## src/rtl/pattern_sweep_capture.sv

```systemverilog
// Exhaustive pattern sweep: drives every WIDTH-bit pattern, captures the 1-bit response
// into a truth table and (with SWEEP_MISR_EN defined) compresses it into a MISR signature.
module pattern_sweep_capture #(
    parameter int unsigned     WIDTH = 3,
    parameter int unsigned     HOLD  = 1,
    parameter int unsigned     SIG_W = 16,
    parameter logic [SIG_W-1:0] POLY = 16'h1021
) (
    input  logic                    CK,
    input  logic                    reset,
    input  logic                    start,
    input  logic                    abort,
    input  logic                    dut_resp,
    output logic [WIDTH-1:0]        pat_out,
    output logic                    busy,
    output logic                    done,
    output logic [(2**WIDTH)-1:0]   resp_tab,
    output logic [SIG_W-1:0]        sig
);

    localparam int unsigned NPAT = 2 ** WIDTH;
    localparam int unsigned HCW  = (HOLD > 0) ? $clog2(HOLD + 1) : 1;

    localparam logic [HCW-1:0]   HOLD_LAST = HCW'(HOLD);
    localparam logic [WIDTH-1:0] PAT_LAST  = '1;

    localparam logic [1:0] S_IDLE  = 2'd0;
    localparam logic [1:0] S_APPLY = 2'd1;
    localparam logic [1:0] S_DONE  = 2'd2;

    logic [1:0]       r_state, w_state_nxt;
    logic [WIDTH-1:0] r_pat,   w_pat_nxt;
    logic [HCW-1:0]   r_hold,  w_hold_nxt;
    logic [NPAT-1:0]  r_tab,   w_tab_nxt;
    logic             r_busy,  w_busy_nxt;
    logic             r_done,  w_done_nxt;
`ifdef SWEEP_MISR_EN
    logic [SIG_W-1:0] r_sig,   w_sig_nxt;
`endif

    // Next-state and next-output logic; abort has priority over the final capture
    always_comb begin
        w_state_nxt = r_state;
        w_pat_nxt   = r_pat;
        w_hold_nxt  = r_hold;
        w_tab_nxt   = r_tab;
        w_busy_nxt  = 1'b0;
        w_done_nxt  = 1'b0;
`ifdef SWEEP_MISR_EN
        w_sig_nxt   = r_sig;
`endif
        case (r_state)
            S_IDLE: begin
                if (start) begin
                    w_state_nxt = S_APPLY;
                    w_pat_nxt   = '0;
                    w_hold_nxt  = '0;
                    w_tab_nxt   = '0;
                    w_busy_nxt  = 1'b1;
`ifdef SWEEP_MISR_EN
                    w_sig_nxt   = '0;
`endif
                end
            end
            S_APPLY: begin
                w_busy_nxt = 1'b1;
                if (abort) begin
                    w_state_nxt = S_IDLE;
                    w_hold_nxt  = '0;
                    w_busy_nxt  = 1'b0;
                end else if (r_hold == HOLD_LAST) begin
                    w_hold_nxt         = '0;
                    w_tab_nxt[r_pat]   = dut_resp;
`ifdef SWEEP_MISR_EN
                    w_sig_nxt = {r_sig[SIG_W-2:0], 1'b0}
                              ^ (r_sig[SIG_W-1] ? POLY : '0)
                              ^ SIG_W'(dut_resp);
`endif
                    if (r_pat == PAT_LAST) begin
                        w_state_nxt = S_DONE;
                        w_busy_nxt  = 1'b0;
                        w_done_nxt  = 1'b1;
                    end else begin
                        w_pat_nxt = r_pat + WIDTH'(1);
                    end
                end else begin
                    w_hold_nxt = r_hold + HCW'(1);
                end
            end
            S_DONE: begin
                w_state_nxt = S_IDLE;
            end
            default: begin
                w_state_nxt = S_IDLE;
            end
        endcase
    end

    // State and output registers
    always_ff @(posedge CK or negedge reset) begin
        if (!reset) begin
            r_state <= S_IDLE;
            r_pat   <= '0;
            r_hold  <= '0;
            r_tab   <= '0;
            r_busy  <= 1'b0;
            r_done  <= 1'b0;
`ifdef SWEEP_MISR_EN
            r_sig   <= '0;
`endif
        end else begin
            r_state <= w_state_nxt;
            r_pat   <= w_pat_nxt;
            r_hold  <= w_hold_nxt;
            r_tab   <= w_tab_nxt;
            r_busy  <= w_busy_nxt;
            r_done  <= w_done_nxt;
`ifdef SWEEP_MISR_EN
            r_sig   <= w_sig_nxt;
`endif
        end
    end

    assign pat_out  = r_pat;
    assign busy     = r_busy;
    assign done     = r_done;
    assign resp_tab = r_tab;
`ifdef SWEEP_MISR_EN
    assign sig      = r_sig;
`else
    // Constant zero; POLY stays referenced so both builds share one parameter list
    assign sig      = POLY & '0;
`endif

endmodule
```

## config.mk

```make
export PLATFORM = sky130hd
export DESIGN_NAME = pattern_sweep_capture
export DESIGN_NICKNAME = d
export VERILOG_FILES = /design/src/rtl/pattern_sweep_capture.sv
export SDC_FILE = /design/constraint.sdc
export NUM_CORES = 1
export LEC_CHECK = 0
export ABC_CLOCK_PERIOD_IN_PS = 2100
export CAP_MARGIN = 20
export CORE_MARGIN = 8
export CORE_UTILIZATION = 40
export CTS_CLUSTER_DIAMETER = 200
export CTS_CLUSTER_SIZE = 8
export DETAILED_ROUTE_END_ITERATION = 12
export GPL_TIMING_DRIVEN = 0
export PLACE_DENSITY = 0.72
export SYNTH_ARGS = -nofsm -noshare
export SYNTH_HDL_FRONTEND = slang
export SYNTH_SLANG_ARGS = --single-unit
```

## constraint.sdc

```tcl
create_clock -name CK -period 2.1 [get_ports CK]
set_clock_uncertainty 0.15 [all_clocks]
set_input_delay 0.315 -clock CK [delete_from_list [all_inputs] [get_ports CK]]
set_output_delay 0.315 -clock CK [all_outputs]
set_load 0.01 [all_outputs]
```

## Word level (Yosys, flattened, before mapping)

Index checks and enable logic that the tools add are counted.

| storage, ports and cells | value |
|---|---|
| register bits after elaboration | 16 |
| word-level logic and storage cells | 55 |

| cells by class | value |
|---|---|
| $add $sub $neg | 2 |
| magnitude comparators | 2 |
| eq/ne operators | 8 |
| mux-type cells | 30 |
| reductions and logical operators | 7 |

Operator list:

| cell | number |
|---|---|
| two-way mux 8 bit | 3 |
| one-hot mux 8 bit (2 select lines) | 1 |
| two-way mux 1 bit | 12 |
| two-way mux 3 bit | 4 |
| bitwise mux 8 bit | 1 |
| two-way mux 2 bit | 4 |
| inequality test 2 bit, second input constant | 4 |
| inequality test 3 bit, second input constant | 2 |
| one-hot mux 3 bit (2 select lines) | 1 |
| AND reduction 5 bit | 1 |
| less-than comparator 3 x 4 -> 1 bit, second input constant | 1 |
| one-hot mux 1 bit (2 select lines) | 2 |
| one-hot mux 2 bit (2 select lines) | 1 |
| AND reduction 4 bit | 1 |
| adder 3 x 1 -> 3 bit, second input constant | 1 |
| demux 1 bit (select 3 bit) | 1 |
| == test 3 bit, second input constant | 1 |
| >= comparator 3 x 1 -> 1 bit, second input constant | 1 |
| AND reduction 3 bit | 1 |
| == test 2 x 1 -> 1 bit, second input constant | 1 |
| logical NOT 2 bit | 1 |
| AND reduction 2 bit | 1 |
| nonzero test 2 bit | 1 |
| adder 1 bit, second input constant | 1 |
| logical AND 1 bit | 1 |

## Depth between registers and ports, before layout

Gate-level depths: netlist (run 1).

| depth | value |
|---|---|
| depth after elaboration | 8 |
| gate-level depth with buffers | 5 |
| gate-level depth less buffers | 5 |

## Worst setup path after synthesis (run 1)

OpenSTA, ideal clock, no wires.

| timing path | value |
|---|---|
| path type | register -> register |
| from | register r_pat[0] (netlist: pat_out[0]) |
| to | register r_pat[0] (netlist: pat_out[0]) |
| library setup time | 0.125 ns |
| arrival time | 1.258 ns |
| data required time | 1.825 ns |
| setup slack | 0.568 ns |
| cell stages (with the launch flop) | 6 |
| buffers on the path | 0 |
| period minus slack after synthesis | 1.532 ns |
| path through | dfrtp_1 > ha_1 > ha_1 > nand2_1 > o21ai_1 > mux2_2 |

| on the way | value |
|---|---|
| longest elaborated chain between the ends | 5 |
| elaborated cells between the ends (all ways) | 8 |

RTL lines:

| what | line | text |
|---|---|---|
| from (decl) | 32 | `logic [WIDTH-1:0] r_pat, w_pat_nxt;` |
| from (signal assigned) | 113 | `r_pat <= w_pat_nxt;` |
| adder 3 x 1 -> 3 bit | 84 | `w_pat_nxt = r_pat + WIDTH'(1);` |
| two-way mux 3 bit | 79 | `if (r_pat == PAT_LAST) begin` |
| two-way mux 3 bit | 71 | `end else if (r_hold == HOLD_LAST) begin` |
| two-way mux 3 bit | 67 | `if (abort) begin` |
| one-hot mux 3 bit (2 select lines) | 52 | `case (r_state)` |

Several ways; a longest one is shown, not always the timed one. The select of a mux whose other input is x is not followed.
A chain may end at the register's enable or synchronous reset.

## Worst setup path after layout (run 1)

| timing path | value |
|---|---|
| from | register r_pat[2] (netlist: pat_out[2]) |
| to | output pat_out[2] |

RTL lines:

| what | line | text |
|---|---|---|
| to (decl) | 14 | `output logic [WIDTH-1:0] pat_out,` |

No word-level cell between the ends.

==> metrics.txt, run 1 <==
status=completed; Levels on crit path=1; FFs w/ async S/R, synth=1.00; cell area after synthesis=961 um^2; critical path capture point type=output port; CP max FO=7; Avg WL per Cell=12.9 um; TritonRoute pass-1 iters=4; vias in the first global route=750; CTS tree=done; CP Buf/Inv Count=1; R2R Path End=resp_tab[4]; period utilization=0.850; Clock Pin Slew Worst Setup and Hold Paths=0.09 ns; Core Area=0.00223 mm^2; Die W=65.0 um; Pwr Density=579 mW/mm^2; r2r startpoint=pat_out[2]; CTS sink cnt=16; share of cells above drive strength 1=0.194; final hold vios=0; Crit Path Category=reg -> out; initial antenna violation count=0; CP Launch Type=flip-flop; post-place setup slack=0.190 ns; port buffer count=17; starting DRC count in detailed routing=13; diode count=0; CP arrival=1.32 ns; unrepaired setup endpoints after global routing=false; total CTS buffers=3; worst path required time=1.63 ns; worst reg2reg path depth=4; worst slew pin tran=0.715 ns; Initial Util=0.430; via count=746; # rows=17; Reg2Reg Setup Slack=0.51 ns; Worst path top cell family by delay=buffers and inverters; Slew HR=0.522; post-route non-filler standard cell count=157; # setup viols final=0; post-cts sizing count=0; origin of the worst setup path=pat_out[2]; Filler cells=204; CP max stage delay=0.58 ns; post-synth cell types=26; synthesized area per cell=10.3 um^2; Peak Freq=0.560 GHz; Die ar.=0.00423 mm^2; H-tree levels=1; Most used DFF post-synth=dfrtp_1; Synth Register Bits=16; worst vdd rail ir drop=0.477 mV; largest net degree at the start of global routing=17; area of placed instances=0.00122 mm^2; postcts setup bufs=0; placed cells=153; leakage power=0.630 nW; first-pass GRT wire length=3450 um; Yosys warnings=0; CP max-delay cell=clkdlybuf4s50_1; Setup WS post-layout=0.314 ns; Post-DRT Antenna Nets=0; placed wire-length estimate=1580 um; area leader, netlist=dfrtp_1; max-slew violations=0; Hold WS=0.302 ns; post-synthesis sequential area ratio=0.417; clk_lat worst skew=0.28 ns; I/O Pins=34; Die Ht=65.0 um; top cells by area, synth=dfrtp_1 (42%), buf_4 (13%), a22o_1 (9.1%); Area Overhead vs Synth=31.0%; GRT Overall Usage=0.100; post-route setup TNS=0 ns; hold-fix buffer count after cts=0; GP Congestion=0.767; Max Cap Viol=0; post-synth top area share=0.417; number of flops mapped to enable cells by yosys=0; Max Buffers Root-to-Sink=2; crit path time final=1.79 ns; Util after Layout=0.564; grt ovf=0; Hold Crit Class=in -> async; Final Cell Area=0.00126 mm^2; Via-to-Cell Ratio=4.75; total power draw=0.729 mW; Total Routed Length=2030 um; Root Buffer=clkbuf_4; # DRC=0; Mapped Cells=93; Cell Chain, Critical Path=clkdlybuf4s50_1; # nets final=138; crit path to=pat_out[2]
kinds of logic after synthesis:
family,after synthesis,synth area share
AO/OA/AOI/OAI,23,0.172
adder cells (fa/ha/maj),3,0.0391
buffers and inverters,21,0.154
flip-flops,16,0.417
multiplexers,1,0.0117
other,1,0.00390
AND/OR/NAND/NOR,28,0.203
layout make-up:
class / instances / area, um^2 / share of cell area
Multi-Input combinational cell: 71 / 469 / 0.373
Sequential cell: 16 / 400 / 0.318
Timing Repair Buffer: 17 / 170 / 0.135
Buffer: 21 / 148 / 0.117
Clock buffer: 4 / 36.3 / 0.0288
Tap cell: 28 / 35.0 / 0.0278
report_power, final:
group / internal (mW) / switching (mW)
registers: 0.325 / 0.0190
logic: 0.0944 / 0.0930
clock network: 0.106 / 0.0919
placed cells by master, fill, tap and decap left out:
master            n
nor2_1            4
mux2_2            1
o21ai_1           1
o21ai_0           1
clkbuf_4          3
buf_6             1
buf_2             1
ha_1              3
a21oi_1           2
and3_1            2
o31ai_1           1
conb_1           16
or2b_1            1
nor2b_1           4
buf_4            16
nor3b_4           1
and2b_1           1
dfrtp_1          16
o22ai_1           8
clkdlybuf4s50_1  17
a22o_1           10
nor3_1            1
and2_1            3
clkbuf_1          3
clkbuf_8          1
and3b_1           4
and4bb_4          1
nor3b_1           3
nand2_1           3
registers in the layout (all words and copies together) (netlist names):
signal    flops
r_hold        1
r_state       2
pat_out       3
busy          1
resp_tab      8
done          1
cell usage after synthesis, types with 2 or more instances:
cell      instances
buf_4            16
dfrtp_1          16
a22o_1           10
o22ai_1           8
and3b_1           4
nor2_1            4
nor2b_1           4
and2_1            3
clkbuf_1          3
ha_1              3
nand2_1           3
nor3b_1           3
a21oi_1           2
and3_1            2
layer usage:
metal | wire, um | vias up | GRT usage
met1 | 887 | 338 | 0.118
met5 | 0 | - | 0
li1 | - | 377 | -
met3 | 212 | 4 | 0.0515
met2 | 899 | 27 | 0.153
met4 | 28 | 0 | 0.0381
worst min-delay path by stage:
stage / to / depth (start not counted) / slack (ns) / start
3_5_place_dp: resp_tab[3] / 1 / 0.33 / resp_tab[3]
6_report: r_state[0] / 1 / 0.30 / reset
5_1_grt: r_state[1] / 1 / 0.33 / reset
3_3_place_gp: resp_tab[1] / 1 / 0.34 / resp_tab[1]
2_1_floorplan: busy / 0 / -0.13 / reset
4_1_cts: r_state[0] / 1 / 0.31 / reset
Note: power is estimated with default switching activity, not from simulation.
==> inputs of run 2 (changes only) <==
--- a/config.mk
+++ b/config.mk
@@ -5,7 +5,6 @@
 export SDC_FILE = /design/constraint.sdc
 export NUM_CORES = 1
 export LEC_CHECK = 0
-export ABC_CLOCK_PERIOD_IN_PS = 2100
 export CAP_MARGIN = 20
 export CORE_MARGIN = 8
 export CORE_UTILIZATION = 40
==> results of run 2 <==
Same layout as run 1: the final DEF is identical, and so are final timing and power.
==> inputs of run 3 (changes only) <==
--- a/config.mk
+++ b/config.mk
@@ -6,13 +6,15 @@
 export NUM_CORES = 1
 export LEC_CHECK = 0
 export CAP_MARGIN = 20
+export CELL_PAD_IN_SITES_DETAIL_PLACEMENT = 0
+export CELL_PAD_IN_SITES_GLOBAL_PLACEMENT = 1
 export CORE_MARGIN = 8
-export CORE_UTILIZATION = 40
+export CORE_UTILIZATION = 33
 export CTS_CLUSTER_DIAMETER = 200
 export CTS_CLUSTER_SIZE = 8
 export DETAILED_ROUTE_END_ITERATION = 12
 export GPL_TIMING_DRIVEN = 0
-export PLACE_DENSITY = 0.72
+export PLACE_DENSITY_LB_ADDON = 0.1
 export SYNTH_ARGS = -nofsm -noshare
 export SYNTH_HDL_FRONTEND = slang
 export SYNTH_SLANG_ARGS = --single-unit
==> metrics.txt, run 3 (synthesized netlist as in run 1, its figures left out) <==
hold-fix buffer count after cts=0 (unchanged); Hold Crit Class=in -> async (unchanged); post-route setup TNS=0 ns (unchanged); Reg2Reg Setup Slack=0.46 ns (was 0.51 ns); CP max stage delay=0.59 ns (was 0.58 ns); post-cts sizing count=0 (unchanged); Die W=70.0 um (was 65.0 um); period utilization=0.863 (was 0.850); Root Buffer=clkbuf_4 (unchanged); placed wire-length estimate=1620 um (was 1580 um); crit path time final=1.81 ns (was 1.79 ns); Via-to-Cell Ratio=4.65 (was 4.75); vias in the first global route=760 (was 750); Avg WL per Cell=13.7 um (was 12.9 um); total CTS buffers=3 (unchanged); CP Launch Type=flip-flop (unchanged); status=completed (unchanged); TritonRoute pass-1 iters=4 (unchanged); Max Cap Viol=0 (unchanged); worst reg2reg path depth=5 (was 4); Die Ht=70.0 um (was 65.0 um); Cell Chain, Critical Path=clkdlybuf4s50_1 (unchanged); # setup viols final=0 (unchanged); Post-DRT Antenna Nets=0 (unchanged); Total Routed Length=2200 um (was 2030 um); Crit Path Category=reg -> out (unchanged); Pwr Density=586 mW/mm^2 (was 579 mW/mm^2); initial antenna violation count=0 (unchanged); Slew HR=0.512 (was 0.522); starting DRC count in detailed routing=23 (was 13); worst path required time=1.63 ns (about the same); # DRC=0 (unchanged); unrepaired setup endpoints after global routing=false (unchanged); Peak Freq=0.552 GHz (was 0.560 GHz); share of cells above drive strength 1=0.194 (unchanged); Reg power frac=0.467 (was 0.472); total power draw=0.740 mW (was 0.729 mW); worst slew pin tran=0.730 ns (was 0.715 ns); # nets final=138 (unchanged); GRT Overall Usage=0.0901 (was 0.100); CTS sink cnt=16 (unchanged); port buffer count=17 (unchanged); CP arrival=1.35 ns (was 1.32 ns); Combinational Power Share=0.253 (was 0.257); I/O Pins=34 (unchanged); max-slew violations=0 (unchanged); largest net degree at the start of global routing=17 (unchanged); Hold WS=0.299 ns (was 0.302 ns); switching share of power=0.290 (was 0.280); CP max-delay cell=clkdlybuf4s50_1 (unchanged); area of placed instances=0.00123 mm^2 (was 0.00122 mm^2); NetSw=0.214 mW (was 0.204 mW); final hold vios=0 (unchanged); Core Area=0.00276 mm^2 (was 0.00223 mm^2); GP Congestion=0.784 (was 0.767); postcts setup bufs=0 (unchanged); Die ar.=0.00489 mm^2 (was 0.00423 mm^2); commonest non-fill, non-tap cell in the layout=clkdlybuf4s50_1 (unchanged); Final Cell Area=0.00126 mm^2 (about the same); diode count=0 (unchanged); leakage power=0.630 nW (unchanged); Initial Util=0.348 (was 0.430); # rows=19 (was 17); commonest non-fill, non-tap cells in the layout=clkdlybuf4s50_1 (17), buf_4 (16), conb_1 (16), dfrtp_1 (16), a22o_1 (10) (unchanged); Clock Pin Slew Worst Setup and Hold Paths=0.10 ns (was 0.09 ns); Worst path top cell family by delay=buffers and inverters (unchanged); H-tree levels=1 (unchanged); CP max FO=7 (unchanged); clk_lat worst skew=0.29 ns (was 0.28 ns); via count=744 (was 746); Area Overhead vs Synth=31.4% (was 31.0%); worst vdd rail ir drop=0.276 mV (was 0.477 mV); first-pass GRT wire length=3590 um (was 3450 um); Pint=0.525 mW (about the same); grt ovf=0 (unchanged); critical path capture point type=output port (unchanged); max FFs per register=8 (unchanged); clock share of power=0.280 (was 0.271); R2R Path End=pat_out[0] (was resp_tab[4]); Util after Layout=0.458 (was 0.564); r2r startpoint=pat_out[0] (was pat_out[2]); CTS tree=done (unchanged); CP Buf/Inv Count=1 (unchanged); Max Buffers Root-to-Sink=2 (unchanged)
-- run 3: cell counts in the layout (fill, tap and decap cells not counted) --
No cell type changed its count.
-- run 3: layout make-up --
type	count	area [um^2]
clock buffer	4	36.3
tap	31	38.8
timing repair buffer	17	170
sequential	16	400
buffer	21	148
fill	268	1500
multi-input combinational	71	469
-- run 3: worst max-delay path by stage --
| stage | start | end | slack, ns | cells past startpoint |
|---|---|---|---|---|
| floorplan | pat_out[0] | pat_out[0] | 0.57 | 5 |
| global placement | start | pat_out[0] | 0.17 | 4 |
| detailed placement | start | pat_out[0] | 0.14 | 4 |
| CTS | pat_out[2] | pat_out[2] | 0.26 | 1 |
| global route | pat_out[2] | pat_out[2] | 0.18 | 1 |
| finish | pat_out[2] | pat_out[2] | 0.29 | 1 |
-- run 3: per-layer routing --
layer  wire [um]  track usage
met1        1120        0.114
met2         897        0.124
met3         138       0.0339
met4          36       0.0580
met5           0            0
-- run 3: metrics by stage --
step	setup WS [ns]	cells
after CTS	0.263	160
after detailed placement	0.141	156
after global placement	0.172	156
final	0.288	160
after global routing	0.184	160
after floorplan	0.568	108
-- run 3: power by group through the flow --
stage | Clock, mW | Combinational (mW) | Sequential (mW)
2_1_floorplan | 0 | 0.123 | 0.353
3_3_place_gp | 0 | 0.185 | 0.351
3_5_place_dp | 0 | 0.187 | 0.351
4_1_cts | 0.213 | 0.187 | 0.345
5_1_grt | 0.230 | 0.208 | 0.349
6_report | 0.207 | 0.187 | 0.346
==> edit 1: new RTL, settings of run 2 <==
Build with the macro `SWEEP_MISR_EN` defined.
--- a/src/rtl/pattern_sweep_capture.sv
+++ b/src/rtl/pattern_sweep_capture.sv
@@ -1,5 +1,7 @@
 // Exhaustive pattern sweep: drives every WIDTH-bit pattern, captures the 1-bit response
 // into a truth table and (with SWEEP_MISR_EN defined) compresses it into a MISR signature.
+`define SWEEP_MISR_EN
+
 module pattern_sweep_capture #(
     parameter int unsigned     WIDTH = 3,
     parameter int unsigned     HOLD  = 1,
Behaviour: not the same (Yosys sat finds a counterexample within 4 cycles, from zero or initial values and one cycle with reset low).
==> edit 1 against run 2 <==
- count of clock-buffer cells in the layout rose by 2
- setup slack got worse by 0.083 ns
- largest cell class is now registers
- design area rose by 64%
- register-to-register slack got worse by 0.28 ns
- power rose by 110%
- largest power group unchanged
- critical path depth rose by 4
- combinational power rose by 77%
- highest routed layer unchanged
- sequential cell count rose by 16
- cell count rose by 50%
- wire length rose by 69%
- area after synthesis rose by 64%
==> edit 1: results (changes against run 2) <==
* Status: finished clean
* Slowest CP cell: dfrtp_1
* Post-synth top cells: 32 x dfrtp_1, 16 x nand2_1, 14 x inv_1
* Top post-synthesis cells by area: dfrtp_1 51%, mux2i_1 8.3%, nand2_1 3.8%
* Layout cells sized above 1 at 8.51% (-11 points)
* Average size of a mapped cell at 10.8 sq um (+4.2%)
* R2R setup slack at 0.23 ns (-0.28 ns)
* Hold Slack at 0.352 ns (+0.0505 ns)
* Pleak at 0.963 nW (+53%)
* M2 GR Usage at 19.3% (+4.0 points)
* # port buffers at 33 (+16)
* GR Util met1 at 12.8% (+1.1 points)
* TritonCTS buffer count at 5 (+2)
* Crit path DAT at 1.88 ns (+0.56 ns)
* GR Util All Layers at 11.6% (+1.5 points)
* WL final at 3.44 mm (+69%)
* Max H-tree Level at 2 (+1)
* Placed cells at 227 (+48%)
* # nets final at 195 (+41%)
* Iter 0 DRT Violations at 50 (+37)
* Max reg flops at 16 (+8)
* Detailed placement HPWL at 2.50 mm (+58%)
* Post-synthesis sequential area ratio at 51.0% (+9.3 points)
* DP Area at 1960 sq um (+60%)
* GR Layer Usage met3 at 4.78% (-0.37 points)
* Clk sinks at 32 (+16)
* Crit-path max cell delay at 0.43 ns (-0.15 ns)
* Fmax at 535 MHz (-4.4%)
* Via density at 5.07 (+6.7%)
## edit 1: changes by cell type in the layout (fill, tap and decap cells not counted), sizes merged, moves of 3 or more
| cell | change |
|---|---|
| conb | -16 |
| dfrtp | +16 |
| clkdlybuf4s50 | +15 |
| inv | +14 |
| buf | -13 |
| mux2i | +13 |
| nand2 | +13 |
| a22o | -6 |
| nor2 | +6 |
| clkbuf | +4 |
| o22ai | -4 |
| a221o | +3 |
| mux2 | +3 |
| xnor2 | +3 |
## edit 1: path summary, 6_finish.rpt
kind	start	to	cells after the start
max in group asynchronous	reset	resp_tab[1]$_DFFE_PN0P_	2
min in group asynchronous	reset	resp_tab[5]$_DFFE_PN0P_	2
max	pat_out[0]$_DFFE_PN0P_	pat_out[0]$_DFFE_PN0P_	5
min reg2reg	resp_tab[5]$_DFFE_PN0P_	resp_tab[5]$_DFFE_PN0P_	1
min	resp_tab[5]$_DFFE_PN0P_	resp_tab[5]$_DFFE_PN0P_	1
max reg2reg	pat_out[0]$_DFFE_PN0P_	pat_out[0]$_DFFE_PN0P_	5
## edit 1: cell type report
| type | instances | area [sq um] |
|---|---|---|
| well taps | 48 | 60.1 |
| clock buffers | 6 | 82.6 |
| inverters | 14 | 52.6 |
| plain buffers | 9 | 53.8 |
| flip-flops and latches | 32 | 801 |
| multi-input cells | 91 | 664 |
| repair buffers | 34 | 335 |
| fillers | 344 | 1660 |
| clock inverters | 2 | 10.0 |
## edit 1: cell families (layout without fill, tap and decap cells)
| group | after synthesis | in the layout | synth area share (%) |
|---|---|---|---|
| DFF | 32 | 32 | 51.0 |
| buffers and inverters | 23 | 65 | 6.77 |
| muxes | 17 | 17 | 11.1 |
| AOI/OAI and AO/OA | 22 | 22 | 11.2 |
| and+or+nand+nor | 46 | 46 | 15.8 |
| adders and majority gates | 3 | 3 | 2.39 |
| xor gates and xnor gates | 3 | 3 | 1.67 |
## edit 1: layer usage
metal	routed length [um]	vias to the layer above
met5	0	-
met4	44	0
li1	-	582
met1	1490	576
met3	285	7
met2	1620	32
## edit 1: timing repair
action                                 CTS  global route
endpoints found under the hold margin   32             0
hold buffers                             1             0
setup endpoints to repair                0             0
## edit 1: worst register-to-register path: cells and delay by family, from the launching register on
| kind | cells | cell delay [ns] |
|---|---|---|
| adders and majority gates | 2 | 0.46 |
| DFF | 1 | 0.43 |
| and+or+nand+nor | 1 | 0.29 |
| muxes | 1 | 0.28 |
| AOI/OAI and AO/OA | 1 | 0.15 |
## edit 1: report_power, final
| group | leakage, nW | internal, mW | total (mW) | switching, mW |
|---|---|---|---|---|
| combinational | 0.474 | 0.169 | 0.331 | 0.162 |
| sequential | 0.438 | 0.666 | 0.714 | 0.0479 |
| clock | 0.0510 | 0.261 | 0.472 | 0.211 |
| total | 0.963 | 1.10 | 1.52 | 0.421 |
==> edit 2: new RTL, settings of run 2 <==
Without the edit above. The output `done` loses its register stage (`r_done` becomes a continuous assignment).
--- a/src/rtl/pattern_sweep_capture.sv
+++ b/src/rtl/pattern_sweep_capture.sv
@@ -104,7 +104,6 @@
             r_hold  <= '0;
             r_tab   <= '0;
             r_busy  <= 1'b0;
-            r_done  <= 1'b0;
 `ifdef SWEEP_MISR_EN
             r_sig   <= '0;
 `endif
@@ -114,12 +113,13 @@
             r_hold  <= w_hold_nxt;
             r_tab   <= w_tab_nxt;
             r_busy  <= w_busy_nxt;
-            r_done  <= w_done_nxt;
 `ifdef SWEEP_MISR_EN
             r_sig   <= w_sig_nxt;
 `endif
         end
     end
+
+    assign r_done = w_done_nxt;
 
     assign pat_out  = r_pat;
     assign busy     = r_busy;
Formal check against the unedited RTL: no difference found for any inputs over 10 cycles, from zero or initial values and one cycle with reset low; that may be too few to reach the edited logic, so the function may still have changed.
==> edit 2 against run 2 <==
- clock power fell by 10%
- non-clock buffer count grew 2
- utilization decreased by 0.94 points
- area after synthesis down 6.6%
- wire length decreased by 6.0%
- power shrank 9.6%
- sequential power decreased by 6.4%
- setup slack got worse by 0.22 ns
- sequential share of layout area fell by 0.59 points
- synthesized cell count is 4.3% lower
- sequential cell count fell by 1
- design area decreased by 4.5%
==> edit 2: results (changes against run 2) <==
* First-pass GRT wire length at 3.36 mm (-2.6%)
* Post-synthesis sequential area ratio at 41.8% (+0.17 points)
* Pleak at 0.607 nW (-3.7%)
* Layout cells sized above 1 at 20.5% (+1.1 points)
* Capture point of the critical path: done
* Pre-CTS WS at -0.215 ns (-0.405 ns)
* Top post-synthesis cells by area: dfrtp_1 42%, buf_4 13%, mux2i_1 7.8%
* Pre-antenna DRT Iters at 2 (-2)
* Crit-path max cell delay at 0.41 ns (-0.17 ns)
* Detailed placement HPWL at 1.46 mm (-7.6%)
* Slowest CP cell: dfrtp_1
* WL final at 1.91 mm (-6.0%)
* Fillers at 231 (+13%)
* Gpl congestion at 0.776 (+1.2%)
* Via count at 722 (-3.2%)
* Drt wl/cell at 12.3 um (-4.8%)
* Top fanout value on the critical path at 3 (-4)
* Post-synth top cells: 16 x buf_4, 15 x dfrtp_1, 10 x nand2_1
* DP Area at 1160 sq um (-5.2%)
* Placed cells at 149 (-2.6%)
* Final period utilization at 95.6% (+11 points)
* Status: finished clean
* Maximum vdd drop at 0.000414 V (-13%)
* Average size of a mapped cell at 10.1 sq um (-2.4%)
* Iter 0 DRT Violations at 21 (+8)
* GR Util All Layers at 10.2% (+0.12 points)
* R2r startpoint: r_state[0]$_DFFE_PN0P_
* Pin count of the biggest net entering global routing at 16 (-1)
* Vias in the first global route at 738 (-1.6%)
* # nets final at 136 (-1.4%)
* Cell variety after synth at 30 (+15%)
## edit 2: area by class of cell
type	instances	area share, %
well taps	28	2.91
clock buffers	3	1.87
flip-flops and latches	15	31.2
inverters	3	0.937
multi-input cells	65	34.9
repair buffers	19	15.3
clock inverters	1	0.624
plain buffers	21	12.3
## edit 2: repair_timing
item	4_1_cts	5_1_grt
setup endpoints to repair	1	1
buffers inserted	1	1
gates cloned	0	0
gates resized for setup	1	0
pin swaps	1	0
## edit 2: worst min path at each step
| stage | endpoint | slack [ns] | depth (start not counted) |
|---|---|---|---|
| after floorplan | busy$_DFF_PN0_ | -0.13 | 0 |
| after global placement | resp_tab[0]$_DFFE_PN0P_ | 0.37 | 2 |
| after detailed placement | resp_tab[5]$_DFFE_PN0P_ | 0.37 | 2 |
| after CTS | pat_out[0]$_DFFE_PN0P_ | 0.28 | 1 |
| after global routing | pat_out[0]$_DFFE_PN0P_ | 0.33 | 1 |
| final | pat_out[1]$_DFFE_PN0P_ | 0.27 | 1 |
## edit 2: layer usage
metal / vias up / GRT usage, % / wire, um
li1: 357 / - / -
met4: 0 / 3.06 / 12
met5: - / 0 / 0
met2: 19 / 16.9 / 968
met1: 343 / 10.3 / 737
met3: 3 / 6.36 / 188
## edit 2: cell families (layout without fill, tap and decap cells)
kind of cell	Yosys count	count (layout)	share of synthesized area, %
AND/OR/NAND/NOR	29	29	18.7
buffers and inverters	24	47	17.7
adder cells (fa/ha/maj)	3	3	4.18
flip-flops	15	15	41.8
multiplexers	8	8	9.48
AO/OA/AOI/OAI	9	9	7.67
other	1	16	0.418
## edit 2: power by group
part           total [mW]  switching, mW  internal (mW)
Clock               0.177          0.105         0.0727
Combinational       0.160         0.0776         0.0823
Sequential          0.322         0.0161          0.306
